## src/rtl/arp_packet_tx.sv

```systemverilog
// ARP payload serialiser: captures opcode/target fields on start and streams the
// 28-byte ARP payload (optionally zero-padded to 46 bytes) as byte or nibble beats.
module arp_packet_tx #(
  parameter int unsigned DATA_W   = 8,
  parameter logic [47:0] MAC_ADDR = 48'h0,
  parameter logic [31:0] IP_ADDR  = 32'h0,
  parameter bit          PAD_EN   = 1'b1
) (
  input  logic              clk,
  input  logic              rst_n,
  input  logic              start,
  input  logic              op_reply,
  input  logic [47:0]       tha,
  input  logic [31:0]       tpa,
  output logic [DATA_W-1:0] m_data,
  output logic              m_valid,
  input  logic              m_ready,
  output logic              m_last,
  output logic              busy,
  output logic              done
);

  localparam int unsigned PAYLOAD_BYTES = PAD_EN ? 46 : 28;
  localparam int unsigned NUM_BEATS     = PAYLOAD_BYTES * 8 / DATA_W;
  localparam int unsigned CNT_W         = $clog2(92);
  localparam int unsigned ARP_BITS      = 224;
  localparam logic [CNT_W-1:0] LAST_BEAT = CNT_W'(NUM_BEATS - 1);

  if (DATA_W != 8 && DATA_W != 4) begin : g_bad_width
    $error("arp_packet_tx: DATA_W must be 4 or 8");
  end

  typedef enum logic {IDLE, SEND} state_t;

  state_t              state;
  logic [CNT_W-1:0]    cnt;
  logic                op_q;
  logic [47:0]         tha_q;
  logic [31:0]         tpa_q;

  logic [ARP_BITS-1:0] payload;
  logic [ARP_BITS-1:0] shifted;
  logic [CNT_W-1:0]    cnt_nxt;
  logic [CNT_W-1:0]    byte_idx;
  logic [7:0]          cur_byte;
  logic [DATA_W-1:0]   data_nxt;

  // Beat value for cnt+1; byte offsets past 27 shift out to zero, giving the pad bytes.
  always_comb begin
    payload  = {16'h0001, 16'h0800, 8'h06, 8'h04, 14'h0, op_q, ~op_q,
                MAC_ADDR, IP_ADDR, (op_q ? tha_q : 48'h0), tpa_q};
    cnt_nxt  = cnt + CNT_W'(1);
    byte_idx = (DATA_W == 8) ? cnt_nxt : (cnt_nxt >> 1);
    shifted  = payload << {byte_idx, 3'b000};
    cur_byte = shifted[ARP_BITS-1 -: 8];
    if (DATA_W == 8) begin
      data_nxt = DATA_W'(cur_byte);
    end else begin
      // MII order: low nibble first
      data_nxt = DATA_W'(cnt_nxt[0] ? cur_byte[7:4] : cur_byte[3:0]);
    end
  end

  always_ff @(posedge clk or negedge rst_n) begin
    if (!rst_n) begin
      state   <= IDLE;
      cnt     <= '0;
      op_q    <= 1'b0;
      tha_q   <= '0;
      tpa_q   <= '0;
      m_data  <= '0;
      m_valid <= 1'b0;
      m_last  <= 1'b0;
      busy    <= 1'b0;
      done    <= 1'b0;
    end else begin
      done <= 1'b0;
      case (state)
        IDLE: begin
          if (start) begin
            op_q    <= op_reply;
            tha_q   <= tha;
            tpa_q   <= tpa;
            cnt     <= '0;
            state   <= SEND;
            m_valid <= 1'b1;
            busy    <= 1'b1;
            m_data  <= '0;
            m_last  <= 1'b0;
          end
        end
        SEND: begin
          if (m_ready) begin
            if (cnt == LAST_BEAT) begin
              state   <= IDLE;
              m_valid <= 1'b0;
              busy    <= 1'b0;
              m_last  <= 1'b0;
              m_data  <= '0;
              done    <= 1'b1;
            end else begin
              cnt    <= cnt_nxt;
              m_data <= data_nxt;
              m_last <= (cnt_nxt == LAST_BEAT);
            end
          end
        end
        default: state <= IDLE;
      endcase
    end
  end

endmodule

```

## config.mk

```make
export PLATFORM = sky130hd
export DESIGN_NAME = arp_packet_tx
export DESIGN_NICKNAME = d
export VERILOG_FILES = /design/src/rtl/arp_packet_tx.sv
export SDC_FILE = /design/constraint.sdc
export NUM_CORES = 1
export LEC_CHECK = 0
export CORE_ASPECT_RATIO = 1.75
export CORE_UTILIZATION = 25
export CTS_BUF_LIST = sky130_fd_sc_hd__clkbuf_16
export DETAILED_ROUTE_END_ITERATION = 10
export GPL_ROUTABILITY_DRIVEN = 0
export GPL_TIMING_DRIVEN = 0
export PLACE_DENSITY = 0.43
export SLEW_MARGIN = 20
export SYNTH_ARGS = -nofsm -noshare
export SYNTH_HDL_FRONTEND = slang
export SYNTH_SLANG_ARGS = --single-unit
```

## constraint.sdc

```tcl
create_clock -name clk -period 5.7 [get_ports clk]
set_input_delay 1.14 -clock clk [delete_from_list [all_inputs] [get_ports clk]]
set_output_delay 1.14 -clock clk [all_outputs]
set_load 0.02 [all_outputs]
```

==> summary.md <==
| Metric | Value |
|---|---|
| Status | completed |
| Ranking of synthesized cells by area | dfrtp_1 (52%), nand2_1 (20%), mux4_2 (7.1%) |
| Most used cell, CP | buf_2 |
| All-Layer GR Usage | between 15 and 20% |
| Max Cap Viol | 0 |
| Hold Fails Final Rpt | 0 |
| VDD IR max | between 0.00015 and 0.0002 V |
| GR Overflow Total | 0 |
| Largest area contributor in the netlist | dfrtp_1 |
| Clk network pwr share | 27.4% |
| Placed Cells | 857 |
| Netlist Area Pre-Place | approximately 4800 sq um |
| 1st-iter DRT viols | 222 |
| CP Launch Type | flop |
| Critical path capture point type | flop |
| Distinct cells, synth | 43 |
| Top cell type's share of synthesized area | about 52% |
| RSZ-0062 raised after global routing | false |
| Count leader, synth | nand2_1 |
| CTS tree | done |
| First-pass GRT wire length | between 20000 and 25000 um |
| Worst path depth | 9 |
| Starting Density | 25.6% |
| Number of flops mapped to enable cells by yosys | 0 |
| CP delay by family, top | buffers and inverters |
| Number of buffers on the longest clock path | 2 |
| Reg2reg path depth | 9 |
| Site Rows | 66 |
| # nets final | 718 |
| Synth warn | 0 |
| Clock skew | 0.0109 ns |
| Reg power frac | ~40% |
| DRT Wirelength | around 14000 um |
| PortBufs | between 90 and 100 |
| Gate power share | approximately a third |
| Post-synth top cells | nand2_1 (258), dfrtp_1 (100), clkbuf_1 (20) |
| Die area | slightly below 20000 sq um |
| DPL Wire Length | 11000 um |
| DRC viols | 0 |
| LEAKAGE | 2.96 nW |
| Ys async rst share | 100% |
| Final Util | about a third |
| Clock Latency Late Sink | between 0.3 and 0.4 ns |
| Initial antenna violation count | 0 |
| Hold crit path type | flop to flop |
| Worst Hold Depth | 2 |
| Die height | between 150 and 200 um |
| Worst path required time | roughly 5.9 ns |
| Post-synthesis cell count | between 500 and 600 |
| Vias | ~3900 |
| Core Box Area | 18700 sq um |
| Synth Register Bits | 100 |
| Post-synthesis sequential area ratio | a little over half |
| WP data arrival | approximately 3.3 ns |
| Initial DRT Pass Iterations | 4 |
| Grt met3 use | 2.01% |
| CTS resizes | 0 |
| Dominant synthesized flop cell | dfrtp_1 |
| Avg Cell Area, Syn | slightly above 9 sq um |
| Worst hold path startpoint | tpa_q[0] |
| Clock Sink Count | 100 |
| Final Non-Filler Cells | between 800 and 900 |
| CP max stage cell | dfrtp_1 |
| Clk root buf | clkbuf_16 |
| CTS buffer count | 9 |
| Largest stage delay, worst path | between 0.5 and 0.6 ns |
| Slew margin rel. | between 50% and 60% |
| CTS Hold Bufs | 0 |
| CP cell instances | buf_6 -> buf_2 -> inv_1 -> ha_1 -> buf_2 -> clkbuf_1 -> mux4_2 -> a32oi_1 -> o21ai_1 |
| Crit path buffers/inverters | 5 |
| Share of layout cells above drive strength 1 | between 8 and 9% |
| Worst-path fanout max | 10 |
| Layout area overhead | 32.9% |
| Post-route ant nets | 0 |
| Sw power | between 700 and 800 uW |
| Clock transition at the registers of the reported paths | 0.07 ns |
| Fmax | about 320 MHz |
| PwrDens | approximately 340 nW/um^2 |
| Htree depth | 3 |
| Reg2reg start | cnt[0] |
| Global route hottest layer | met2 |
| Worst Max-Slew Pin Slew | between 0.6 and 0.7 ns |
| Pint | roughly 1.4 mW |
| DR WL/cell | about 16 um |
| Period utilisation layout | about 55% |
| Setup violators final | 0 |
| Slew Viols, Final | 0 |
| TNS Setup | 0 ns |
| Synth Net Count | between 600 and 700 |
| Net Sw Frac | 33.8% |
| Via density | approximately 4.4 |
| Critical path startpoint | cnt[0] |
| Crit Path Class | flop to flop |
| Vias in the first global route | a little over 4000 |
| Largest net degree at the start of global routing | 56 |
| Chip Width | 106 um |
| Setup bufs post-CTS | 0 |
| M2 GR Usage | ~29% |
| N_diodes | 0 |
| Ports | 97 |
| Final min period | approximately 3.1 ns |
| Met1 global-route usage | 17.5% |
[worst reg2reg max path: cells and delay by family (launching register included)]
| kind | cells | cell delay [ns] |
|---|---|---|
| buffers and inverters | 5 | 1.40 |
| flip-flops | 1 | 0.59 |
| multiplexers | 1 | 0.39 |
| adder cells (fa/ha/maj) | 1 | 0.31 |
| AO/OA/AOI/OAI | 2 | 0.31 |
[state kept, by name, indices dropped and copies added (netlist names)]
register  flops
busy          1
cnt           7
done          1
m_data        8
m_last        1
op_q          1
state         1
tha_q        48
tpa_q        32
[cell type report]
| class | instances | area, sq um |
|---|---|---|
| fillers | 1980 | 12300 |
| multi-input cells | 382 | 2060 |
| plain buffers | 34 | 189 |
| repair buffers | 97 | 990 |
| inverters | 6 | 22.5 |
| well taps | 238 | 298 |
| clock buffers | 9 | 225 |
| flip-flops and latches | 100 | 2500 |
| clock inverters | 7 | 57.6 |
[per-layer routing]
layer | routed length, um | vias up
met4 | 273 | 0
met1 | 5530 | 1864
met3 | 450 | 16
met5 | 0 | -
li1 | - | 1924
met2 | 7920 | 74
[worst paths after layout]
check,endpoint,slack [ns]
worst max-delay path,m_data[5],2.58
min in group asynchronous,done,0.71
worst min register to register,tpa_q[0],0.47
worst min-delay path,tpa_q[0],0.47
worst max register to register,m_data[5],2.58
max in group asynchronous,tha_q[42],4.35
[power by group through the flow]
stage / combinational [mW] / clock [mW] / sequential, mW
5_1_grt: 0.772 / 0.632 / 0.876
2_1_floorplan: 0.442 / 0 / 0.876
4_1_cts: 0.710 / 0.611 / 0.866
3_3_place_gp: 0.703 / 0 / 0.878
3_5_place_dp: 0.708 / 0 / 0.880
6_report: 0.698 / 0.591 / 0.864
[metrics by stage]
stage          total power [mW]  hold WS [ns]  worst slack, ns  instance area [sq um]
6_report                   2.15         0.473             2.58                   6340
5_1_grt                    2.28         0.492             2.34                   6340
4_1_cts                    2.19         0.478             2.51                   6340
3_5_place_dp               1.59         0.461             2.37                   6060
3_3_place_gp               1.58         0.456           -0.353                   6030
2_1_floorplan              1.32         0.440             3.22                   4770
[layout by cell type, fill, tap and decap left out, drive strengths merged, types with 4 or more instances in the layout]
master / count
a21oi: 10
xor2: 5
clkdlybuf4s50: 95
mux2i: 9
buf: 15
nor3: 12
inv: 9
nor2: 9
nand3: 13
clkbuf: 30
o21ai: 17
o31ai: 4
a32oi: 4
mux4: 15
nand2: 258
dfrtp: 100
[logic make-up (layout without fill, tap and decap cells)]
family          after synthesis  count (layout)  synth area share (%)
simple gates                302             302                  25.4
xor+xnor                      6               6                  1.10
fa+ha+maj                     3               3                 0.786
compound gates               46              46                  6.66
mux                          25              25                  9.20
buf+inv                      40             153                  4.43
flops                       100             100                  52.4
Note: power is estimated with default switching activity, not from simulation.
